===== src/rtl/vend_pkg.sv =====
// Shared types and defaults for the coin-credit vending controller.
package vend_pkg;

  typedef enum logic [1:0] {
    IDLE   = 2'd0,
    VEND   = 2'd1,
    CHANGE = 2'd2
  } vend_state_t;

  localparam int unsigned DEF_COIN_LO      = 5;
  localparam int unsigned DEF_COIN_HI      = 10;
  localparam int unsigned DEF_PRICE_COFFEE = 15;
  localparam int unsigned DEF_PRICE_TEA    = 10;
  localparam int unsigned DEF_MAX_CREDIT   = 30;

  // Value of the coins presented in one cycle; both may arrive together.
  function automatic int unsigned coin_value(input logic lo, input logic hi,
                                             input int unsigned lo_val,
                                             input int unsigned hi_val);
    return (lo ? lo_val : 0) + (hi ? hi_val : 0);
  endfunction

endpackage


===== src/rtl/vend_change_unit.sv =====
// Pays out change one coin per cycle, largest coin first.
module vend_change_unit
  import vend_pkg::*;
#(
  parameter int unsigned CREDIT_W = 6,
  parameter int unsigned COIN_LO  = DEF_COIN_LO,
  parameter int unsigned COIN_HI  = DEF_COIN_HI
) (
  input  logic                clk,
  input  logic                rst,
  input  logic                load,
  input  logic [CREDIT_W-1:0] load_value,
  input  logic                step,
  output logic                chg_hi,
  output logic                chg_lo,
  output logic                done
);

  localparam logic [CREDIT_W-1:0] LO_V = COIN_LO[CREDIT_W-1:0];
  localparam logic [CREDIT_W-1:0] HI_V = COIN_HI[CREDIT_W-1:0];

  logic [CREDIT_W-1:0] remaining;
  logic [CREDIT_W-1:0] src;
  logic                fire;
  logic                use_hi;

  // A load pays its first coin immediately, so change starts the cycle it is loaded.
  always_comb begin
    src    = load ? load_value : remaining;
    fire   = load | step;
    use_hi = (src >= HI_V);
  end

  always_ff @(posedge clk or posedge rst) begin
    if (rst) begin
      remaining <= '0;
      chg_hi    <= 1'b0;
      chg_lo    <= 1'b0;
    end else begin
      chg_hi <= fire & use_hi;
      chg_lo <= fire & ~use_hi;
      if (fire) begin
        remaining <= src - (use_hi ? HI_V : LO_V);
      end
    end
  end

  assign done = (remaining == '0);

endmodule


===== src/rtl/vend_controller.sv =====
// Coin-credit vending controller: credit accumulation, product selection and change return.
module vend_controller
  import vend_pkg::*;
#(
  parameter int unsigned CREDIT_W     = 6,
  parameter int unsigned COIN_LO      = DEF_COIN_LO,
  parameter int unsigned COIN_HI      = DEF_COIN_HI,
  parameter int unsigned PRICE_COFFEE = DEF_PRICE_COFFEE,
  parameter int unsigned PRICE_TEA    = DEF_PRICE_TEA,
  parameter int unsigned MAX_CREDIT   = DEF_MAX_CREDIT
) (
  input  logic                clk,
  input  logic                rst,
  input  logic                coin_lo,
  input  logic                coin_hi,
  input  logic                sel_coffee,
  input  logic                sel_tea,
  input  logic                cancel,
  output logic [CREDIT_W-1:0] credit,
  output logic                busy,
  output logic                disp_coffee,
  output logic                disp_tea,
  output logic                chg_lo,
  output logic                chg_hi,
  output logic                coin_reject,
  output logic                short_credit
);

  if (COIN_HI % COIN_LO != 0) begin : g_bad_coin_hi
    $error("COIN_HI must be a multiple of COIN_LO");
  end
  if ((PRICE_COFFEE % COIN_LO != 0) || (PRICE_COFFEE > MAX_CREDIT)) begin : g_bad_coffee
    $error("PRICE_COFFEE must be a multiple of COIN_LO and at most MAX_CREDIT");
  end
  if ((PRICE_TEA % COIN_LO != 0) || (PRICE_TEA > MAX_CREDIT)) begin : g_bad_tea
    $error("PRICE_TEA must be a multiple of COIN_LO and at most MAX_CREDIT");
  end
  if (MAX_CREDIT >= (2 ** CREDIT_W)) begin : g_bad_max
    $error("MAX_CREDIT must fit in CREDIT_W bits");
  end

  localparam int unsigned SUM_W = CREDIT_W + 2;
  localparam logic [SUM_W-1:0]    MAX_V    = SUM_W'(MAX_CREDIT);
  localparam logic [CREDIT_W-1:0] COFFEE_V = CREDIT_W'(PRICE_COFFEE);
  localparam logic [CREDIT_W-1:0] TEA_V    = CREDIT_W'(PRICE_TEA);

  vend_state_t         state, state_next;
  logic [CREDIT_W-1:0] credit_next, credit_after, load_value;
  logic [SUM_W-1:0]    sum, total;
  logic                coin_any, load, step, done;
  logic                busy_next, disp_coffee_next, disp_tea_next;
  logic                reject_next, short_next;

  vend_change_unit #(
    .CREDIT_W(CREDIT_W),
    .COIN_LO (COIN_LO),
    .COIN_HI (COIN_HI)
  ) u_change (
    .clk       (clk),
    .rst       (rst),
    .load      (load),
    .load_value(load_value),
    .step      (step),
    .chg_hi    (chg_hi),
    .chg_lo    (chg_lo),
    .done      (done)
  );

  always_ff @(posedge clk or posedge rst) begin
    if (rst) begin
      state        <= IDLE;
      credit       <= '0;
      busy         <= 1'b0;
      disp_coffee  <= 1'b0;
      disp_tea     <= 1'b0;
      coin_reject  <= 1'b0;
      short_credit <= 1'b0;
    end else begin
      state        <= state_next;
      credit       <= credit_next;
      busy         <= busy_next;
      disp_coffee  <= disp_coffee_next;
      disp_tea     <= disp_tea_next;
      coin_reject  <= reject_next;
      short_credit <= short_next;
    end
  end

  // Coins are settled first; the selection then sees the updated credit.
  always_comb begin
    state_next       = state;
    credit_next      = credit;
    credit_after     = credit;
    disp_coffee_next = 1'b0;
    disp_tea_next    = 1'b0;
    reject_next      = 1'b0;
    short_next       = 1'b0;
    load             = 1'b0;
    load_value       = credit;
    step             = 1'b0;
    coin_any         = coin_lo | coin_hi;
    sum              = SUM_W'(coin_value(coin_lo, coin_hi, COIN_LO, COIN_HI));
    total            = SUM_W'(credit) + sum;

    case (state)
      IDLE: begin
        if (coin_any) begin
          if (total <= MAX_V) credit_after = total[CREDIT_W-1:0];
          else                reject_next  = 1'b1;
        end
        credit_next = credit_after;
        if (cancel) begin
          if (credit_after != '0) begin
            load        = 1'b1;
            load_value  = credit_after;
            credit_next = '0;
            state_next  = CHANGE;
          end
        end else if (sel_coffee) begin
          if (credit_after >= COFFEE_V) begin
            credit_next      = credit_after - COFFEE_V;
            disp_coffee_next = 1'b1;
            state_next       = VEND;
          end else begin
            short_next = 1'b1;
          end
        end else if (sel_tea) begin
          if (credit_after >= TEA_V) begin
            credit_next   = credit_after - TEA_V;
            disp_tea_next = 1'b1;
            state_next    = VEND;
          end else begin
            short_next = 1'b1;
          end
        end
      end
      VEND: begin
        reject_next = coin_any;
        if (credit != '0) begin
          load        = 1'b1;
          credit_next = '0;
          state_next  = CHANGE;
        end else begin
          state_next = IDLE;
        end
      end
      CHANGE: begin
        reject_next = coin_any;
        if (done) state_next = IDLE;
        else      step       = 1'b1;
      end
      default: state_next = IDLE;
    endcase

    busy_next = (state_next != IDLE);
  end

endmodule

===== config.mk =====
export PLATFORM = sky130hd
export DESIGN_NAME = vend_controller
export DESIGN_NICKNAME = d
export VERILOG_FILES = /design/src/rtl/vend_pkg.sv /design/src/rtl/vend_change_unit.sv /design/src/rtl/vend_controller.sv
export SDC_FILE = /design/constraint.sdc
export NUM_CORES = 1
export LEC_CHECK = 0
export CAP_MARGIN = 10
export CORE_MARGIN = 4
export CORE_UTILIZATION = 60
export DETAILED_ROUTE_END_ITERATION = 7
export GPL_TIMING_DRIVEN = 1
export PLACE_DENSITY_LB_ADDON = 0.25
export SLEW_MARGIN = 20
export SYNTH_ARGS = -nofsm -noshare
export SYNTH_HDL_FRONTEND = slang
export SYNTH_SLANG_ARGS = --single-unit

===== constraint.sdc =====
create_clock -name clk -period 11 [get_ports clk]
set_input_delay 2.2 -clock clk [delete_from_list [all_inputs] [get_ports clk]]
set_output_delay 2.2 -clock clk [all_outputs]
set_load 0.03 [all_outputs]

-- Yosys cells after proc, flatten, opt, wreduce, memory -nomap -nowiden
Index checks and enable logic that the tools add are counted.
- input port bits: 7
- flip-flop bits (word level): 21
- output and inout port bits: 13
- mux-type cells: 51
- bitwise logic cells: 5
- magnitude comparators: 4
- equality and inequality tests: 3
- $add $sub $neg: 5
- reduce and logical (&&, ||, !) cells: 8
- operators with widths (cell ; count):
    $mux 6 ; 14
    $mux 1 ; 22
    $ge 6x4->1 const B ; 3
    $mux 2 ; 8
    $pmux 6 s2 ; 1
    $reduce_bool 6->1 ; 2
    $sub 6x4->6 const B ; 2
    $mux 4 ; 2
    $add 6x5->7 ; 1
    $le 7x5->1 const B ; 1
    $logic_not 6->1 ; 1
    $pmux 2 s3 ; 1
    $sub 6x6->6 ; 1
    $add 3x4->5 ; 1
    $pmux 1 s2 ; 2
    $reduce_bool 2->1 ; 2
    $mux 3 ; 1
    $and 1x1->1 ; 2
    $eq 2x1->1 const B ; 1
    $eq 2x2->1 const B ; 1
    $logic_not 2->1 ; 1
    $ne 2x2->1 const B ; 1
    $or 1x1->1 ; 2
    $reduce_and 2->1 ; 1
    other kinds (2) ; 2

-- Depth between registers and ports, before layout
- depth in word-level cells: 15
- gate-level depth with buffers: 23
- gate-level depth less buffers: 23

-- By module
From an unflattened synthesis, not the netlist that was laid out.
- cell total of the unflattened synthesis: 248
- area total of the unflattened synthesis: 2133.3 µm²
- by module, submodules not included (module ; cells an instance ; area an instance (µm²) ; times used ; seq. area each (µm²)):
    vend_controller ; 183 ; 1531.5 ; 1 ; 325.3
    vend_change_unit ; 65 ; 601.8 ; 1 ; 200.2

-- Worst setup path after synthesis
Ideal clock, no wire load.
- kind: input -> register
- start point: input coin_lo
- end point: register u_change.remaining[5]
- library setup time: 94 ps
- required time: 10906 ps
- data arrival time: 6912 ps
- cell stages on the path: 21
- slack: 3994 ps
- cell sequence: ha_1 > fa_1 > and4_1 > o21a_1 > a2111o_1 > nor2_1 > mux2i_1 > ha_1 > nand2_1 > a221o_1 > nand4_1 > nand2_1 > mux2i_2 > o21ai_0 > nand2_1 > inv_1 > ha_1 > and2_1 > a41o_1 > a21o_1 > a211oi_1
- cells in the longest elaborated chain, start to end: 15
- RTL lines (what ; RTL line ; text):
    start, declared ; vend_controller.sv:14 ; input logic coin_lo,
    $mux 3 ; vend_pkg.sv:20 ; return (lo ? lo_val : 0) + (hi ? hi_val : 0);
    $add 3x4->5 ; vend_pkg.sv:20 ;
    $add 6x5->7 ; vend_controller.sv:103 ; total = SUM_W'(credit) + sum;
    $le 7x5->1 ; vend_controller.sv:108 ; if (total <= MAX_V) credit_after = total[CREDIT_W-1:0];
    $mux 6 ; vend_controller.sv:108 ;
    $mux 6 * ; vend_controller.sv:107 ; if (coin_any) begin
    $mux 6 * ; vend_controller.sv:105 ; case (state)
    $reduce_bool 6->1 ; vend_controller.sv:113 ; if (credit_after != '0) begin
    $mux 1 or $mux 6 (tied branches) ; vend_controller.sv:113 ;
    $mux 1 or $mux 6 (tied branches) ; vend_controller.sv:112 ; if (cancel) begin
    $pmux 1 s2 or $mux 6 (tied branches) ; vend_controller.sv:105 ;
    $mux 6 ; vend_change_unit.sv:29 ; src = load ? load_value : remaining;
    $ge 6x4->1 ; vend_change_unit.sv:31 ; use_hi = (src >= HI_V);
    $mux 4 ; vend_change_unit.sv:43 ; remaining <= src - (use_hi ? HI_V : LO_V);
    $sub 6x6->6 ; vend_change_unit.sv:43 ;
    end signal, assigned ; vend_change_unit.sv:43 ;
    end, declared ; vend_change_unit.sv:22 ; logic [CREDIT_W-1:0] remaining;
Every way passes the cells marked *; elsewhere a longest branch is shown, timed or not. The select of a mux whose other input is x is not followed.
A chain may end at the register's enable or synchronous reset.

-- Worst setup path after layout
- start point: input coin_lo
- end point: register u_change.remaining[3]
Same word-level chain as after synthesis.

==> metrics.cfg <==
[outcome]
result_of_the_run = finished, final reports clean

[clock_tree]
cts-root-to-sink-buffers = 2
insertion_delay_ns = 0.26
post-cts-setup-buffers = 0
cts.root.buffer_cell = sky130_fd_sc_hd__clkbuf_8
clk_pin_slew_ns = 0.08
htree_num_levels = 1
clock_tree_from_tritoncts = done
holdBufCountCts = 0
cts_num_sinks = 21
cts_resized = 0
tritoncts.num_buffers = 3

[cells_and_area]
design_area_um2 = 2620
nets = 333
syn_to_final_growth_pct = 11.1
final.fill_count = 331
multi_input_area_um2 = 1730
antenna_cells = 0
layout_common_cells = sky130_fd_sc_hd__nand2_1 (40), sky130_fd_sc_hd__dfrtp_1 (21), sky130_fd_sc_hd__nor2_1 (20)
mostFrequentLayoutCell = sky130_fd_sc_hd__nand2_1
drive_above_1_share_pct = 8.17
sequential_cell_area_um2 = 526

[sta]
maxClockFrequency_ghz = 0.122
timing.setup.tns_ns = 0
timing_hold_violations_final = 0
worst_pin_slew_ns = 0.793
timing.final.setup_violations = 0
layout_worst_path_cycle_share_pct = 74.5
slew_headroom_pct = 47.1
drv_slew = 0
rsz0062_at_grt = no
post-route-worst-setup-slack_ns = 2.81
final.setup_skew_ns = 0.00110
final.min_clock_period_ns = 8.19

[yosys]
compound_gate_portion_of_the_synthesized_area_pct = 34.0
yosys.area_share.adder_pct = 10.4
synth.cell_area_um2 = 2360
synth.mux.area_fraction_pct = 1.85
dominantRegCellSynth = sky130_fd_sc_hd__dfrtp_1
syn-instance-count = 291
net_count_after_synthesis = 317
synthXorXnorAreaFrac_pct = 2.60
postSynth.asyncResetShare_pct = 100
synth_sequential_area_ratio_pct = 22.3
synth_enable_flop_cells = 0
yosysWarningCount = 0
simple_gate_share_of_the_synthesized_area_pct = 24.5
number_of_distinct_library_cells_after_synthesis = 67
flops_latches_synth = 21
synth_top_family_by_area = compound AO/OA/AOI/OAI gates
post_synth.cell_area_avg_um2 = 8.11

[route]
first_pass_iters = 5
ant_nets = 0
totalWireLength_um = 6300
wl_per_cell_um = 17.8
num_vias = 2395
avgViaCountPerCell = 6.77
route.detailed.drc = 0
drt_iter0_markers = 180

[grt]
antenna_found_initial = 0
track_usage_pct = 25.4
maximum_number_of_pins_on_one_net_before_global_route_repair = 22
number_of_global_route_vias_before_repair = 2199
global_route.overflow_total = 0
grt_pass1_wl_um = 10600

[floorplanning]
core.rowCount = 22
num_io_pins = 20
die_y_um = 70.7
die-width_um = 70.7
die_area_um2 = 5000
fp.coreArea_um2 = 3740
floorplan.initialDensity_pct = 63.1

[job]
maxCapViolCount = 0

[setup_path]
crit_path_max_fanout = 8
cp.buffers_inverters = 2
timing.critical_path.slowest_stage_cell = sky130_fd_sc_hd__mux2i_1
critical_path.startpoint_type = input pin
critical_path_required_ns = 11.17
critPathKind = input pin to register
crit_family = compound AO/OA/AOI/OAI gates
largest_stage_delay_on_the_critical_path_ns = 0.67
critical_path_arrival_ns = 8.36
path_cells = clkdlybuf4s50_1 > ha_1 > fa_1 > a211oi_1 > o21bai_1 > and4_1 > nor2_1 > mux2i_1 > ha_1 > nand2_1 > a221o_1 > nand4_1 > nand2_1 > mux2i_2 > o21ai_0 > nand2_1 > inv_1 > ha_1 > and2_1 > a41o_1 > a21o_1 > o31ai_1
regToRegSetupSlack_ns = 4.67
setup.worst_path.end_class = register

[worst_hold_path]
worst_hold_path_type = register to register

[placed_design]
placement.cell_area_um2 = 2580
dp_hpwl_um = 4810
place_congestion = 0.936
io_buffers = 19
detailedPlace.worstSlack_ns = 2.67

[flip-flops by register name, summed over array words and instances (netlist names)]
signal / count
credit: 6
u_change.remaining: 6
state: 2
busy: 1
coin_reject: 1
disp_coffee: 1
disp_tea: 1
short_credit: 1
u_change.chg_hi: 1
u_change.chg_lo: 1
[routing by layer]
layer	vias up	track usage (%)	part of all wire (%)	wire (um)
met1	1119	37.0	45	2820
met4	0	6.89	1.7	108
met2	123	39.5	45	2840
met3	16	3.55	8.5	535
met5	-	0	0	0
li1	1137	-	-	-
[Yosys cell counts (2+ instances only)]
master	instances	area (um^2)
sky130_fd_sc_hd__o21bai_1	2	15.0
sky130_fd_sc_hd__a41o_1	2	20.0
sky130_fd_sc_hd__or3_1	4	25.0
sky130_fd_sc_hd__buf_2	2	10.0
sky130_fd_sc_hd__a21oi_1	13	65.1
sky130_fd_sc_hd__nor2b_1	2	12.5
sky130_fd_sc_hd__o211ai_1	6	45.0
sky130_fd_sc_hd__or4_1	2	15.0
sky130_fd_sc_hd__a22oi_1	2	15.0
sky130_fd_sc_hd__o21ai_2	2	17.5
sky130_fd_sc_hd__dfrtp_1	21	526
sky130_fd_sc_hd__inv_1	17	63.8
sky130_fd_sc_hd__ha_1	18	225
sky130_fd_sc_hd__o221ai_1	2	17.5
sky130_fd_sc_hd__a31oi_1	5	31.3
sky130_fd_sc_hd__o31ai_1	4	30.0
sky130_fd_sc_hd__o21ai_0	12	60.1
sky130_fd_sc_hd__xnor2_1	3	26.3
sky130_fd_sc_hd__or2_2	4	25.0
sky130_fd_sc_hd__a221oi_2	2	30.0
sky130_fd_sc_hd__a2bb2oi_1	3	26.3
sky130_fd_sc_hd__nor3_1	7	35.0
sky130_fd_sc_hd__a21o_1	6	45.0
sky130_fd_sc_hd__o31a_1	2	17.5
sky130_fd_sc_hd__nor2_1	20	75.1
sky130_fd_sc_hd__clkbuf_1	6	22.5
sky130_fd_sc_hd__nand4_1	6	37.5
sky130_fd_sc_hd__nand3_1	7	35.0
sky130_fd_sc_hd__o21a_1	5	37.5
sky130_fd_sc_hd__nand2_1	40	150
sky130_fd_sc_hd__o41ai_1	2	17.5
sky130_fd_sc_hd__and4_1	4	35.0
sky130_fd_sc_hd__nand2b_1	2	12.5
sky130_fd_sc_hd__or3_4	2	22.5
sky130_fd_sc_hd__mux2i_1	3	30.0
sky130_fd_sc_hd__a211o_1	5	43.8
sky130_fd_sc_hd__and2_1	7	43.8
sky130_fd_sc_hd__o22ai_1	2	12.5
sky130_fd_sc_hd__o311ai_0	2	17.5
sky130_fd_sc_hd__xor2_1	4	35.0
sky130_fd_sc_hd__a211oi_1	4	30.0
sky130_fd_sc_hd__nor3b_1	2	15.0
[worst register-to-register path, cell delays in order (launching register included)]
cell	delay, ns
sky130_fd_sc_hd__dfrtp_1	0.51
sky130_fd_sc_hd__ha_1	0.29
sky130_fd_sc_hd__fa_1	0.46
sky130_fd_sc_hd__a211oi_1	0.42
sky130_fd_sc_hd__o21bai_1	0.22
sky130_fd_sc_hd__and4_1	0.32
sky130_fd_sc_hd__nor2_1	0.19
sky130_fd_sc_hd__mux2i_1	0.67
sky130_fd_sc_hd__ha_1	0.36
sky130_fd_sc_hd__nand2_1	0.07
sky130_fd_sc_hd__a221o_1	0.30
sky130_fd_sc_hd__nand4_1	0.21
sky130_fd_sc_hd__nand2_1	0.16
sky130_fd_sc_hd__mux2i_2	0.42
sky130_fd_sc_hd__o21ai_0	0.20
sky130_fd_sc_hd__nand2_1	0.19
sky130_fd_sc_hd__inv_1	0.09
sky130_fd_sc_hd__ha_1	0.33
sky130_fd_sc_hd__and2_1	0.19
sky130_fd_sc_hd__a41o_1	0.22
sky130_fd_sc_hd__a21o_1	0.17
sky130_fd_sc_hd__o31ai_1	0.21
[final timing paths]
check,startpoint,to,cells past startpoint
worst max register to register,credit[0],u_change.remaining[3],21
worst max-delay path,coin_lo,u_change.remaining[3],22
worst min register to register,u_change.remaining[1],u_change.remaining[1],2
max in group asynchronous,rst,u_change.remaining[4],2
min in group asynchronous,rst,disp_coffee,2
worst min-delay path,u_change.remaining[1],u_change.remaining[1],2
[per-stage QoR]
step	utilization, %	instances	hold WS [ns]
final	70.1	354	0.518
after global routing	70.1	354	0.565
after CTS	70.1	354	0.520
after detailed placement	68.9	350	0.499
after global placement	68.9	350	0.496
after floorplan	-	291	0.456
[cells by family after synthesis]
family | count (synthesis)
muxes | 4
and+or+nand+nor | 113
xor gates and xnor gates | 7
buffers and inverters | 26
AOI/OAI and AO/OA | 101
DFF | 21
adders and majority gates | 19
[layout make-up]
class | instances | area share, %
clock buffers | 4 | 1.72
repair buffers | 20 | 7.53
inverters | 17 | 2.43
well taps | 48 | 2.29
flip-flops and latches | 21 | 20.0
multi-input cells | 244 | 66.0
Power is left out: the tool's default activity adds up to more than one toggle a clock period on the data nets, which glitch-free logic cannot reach.
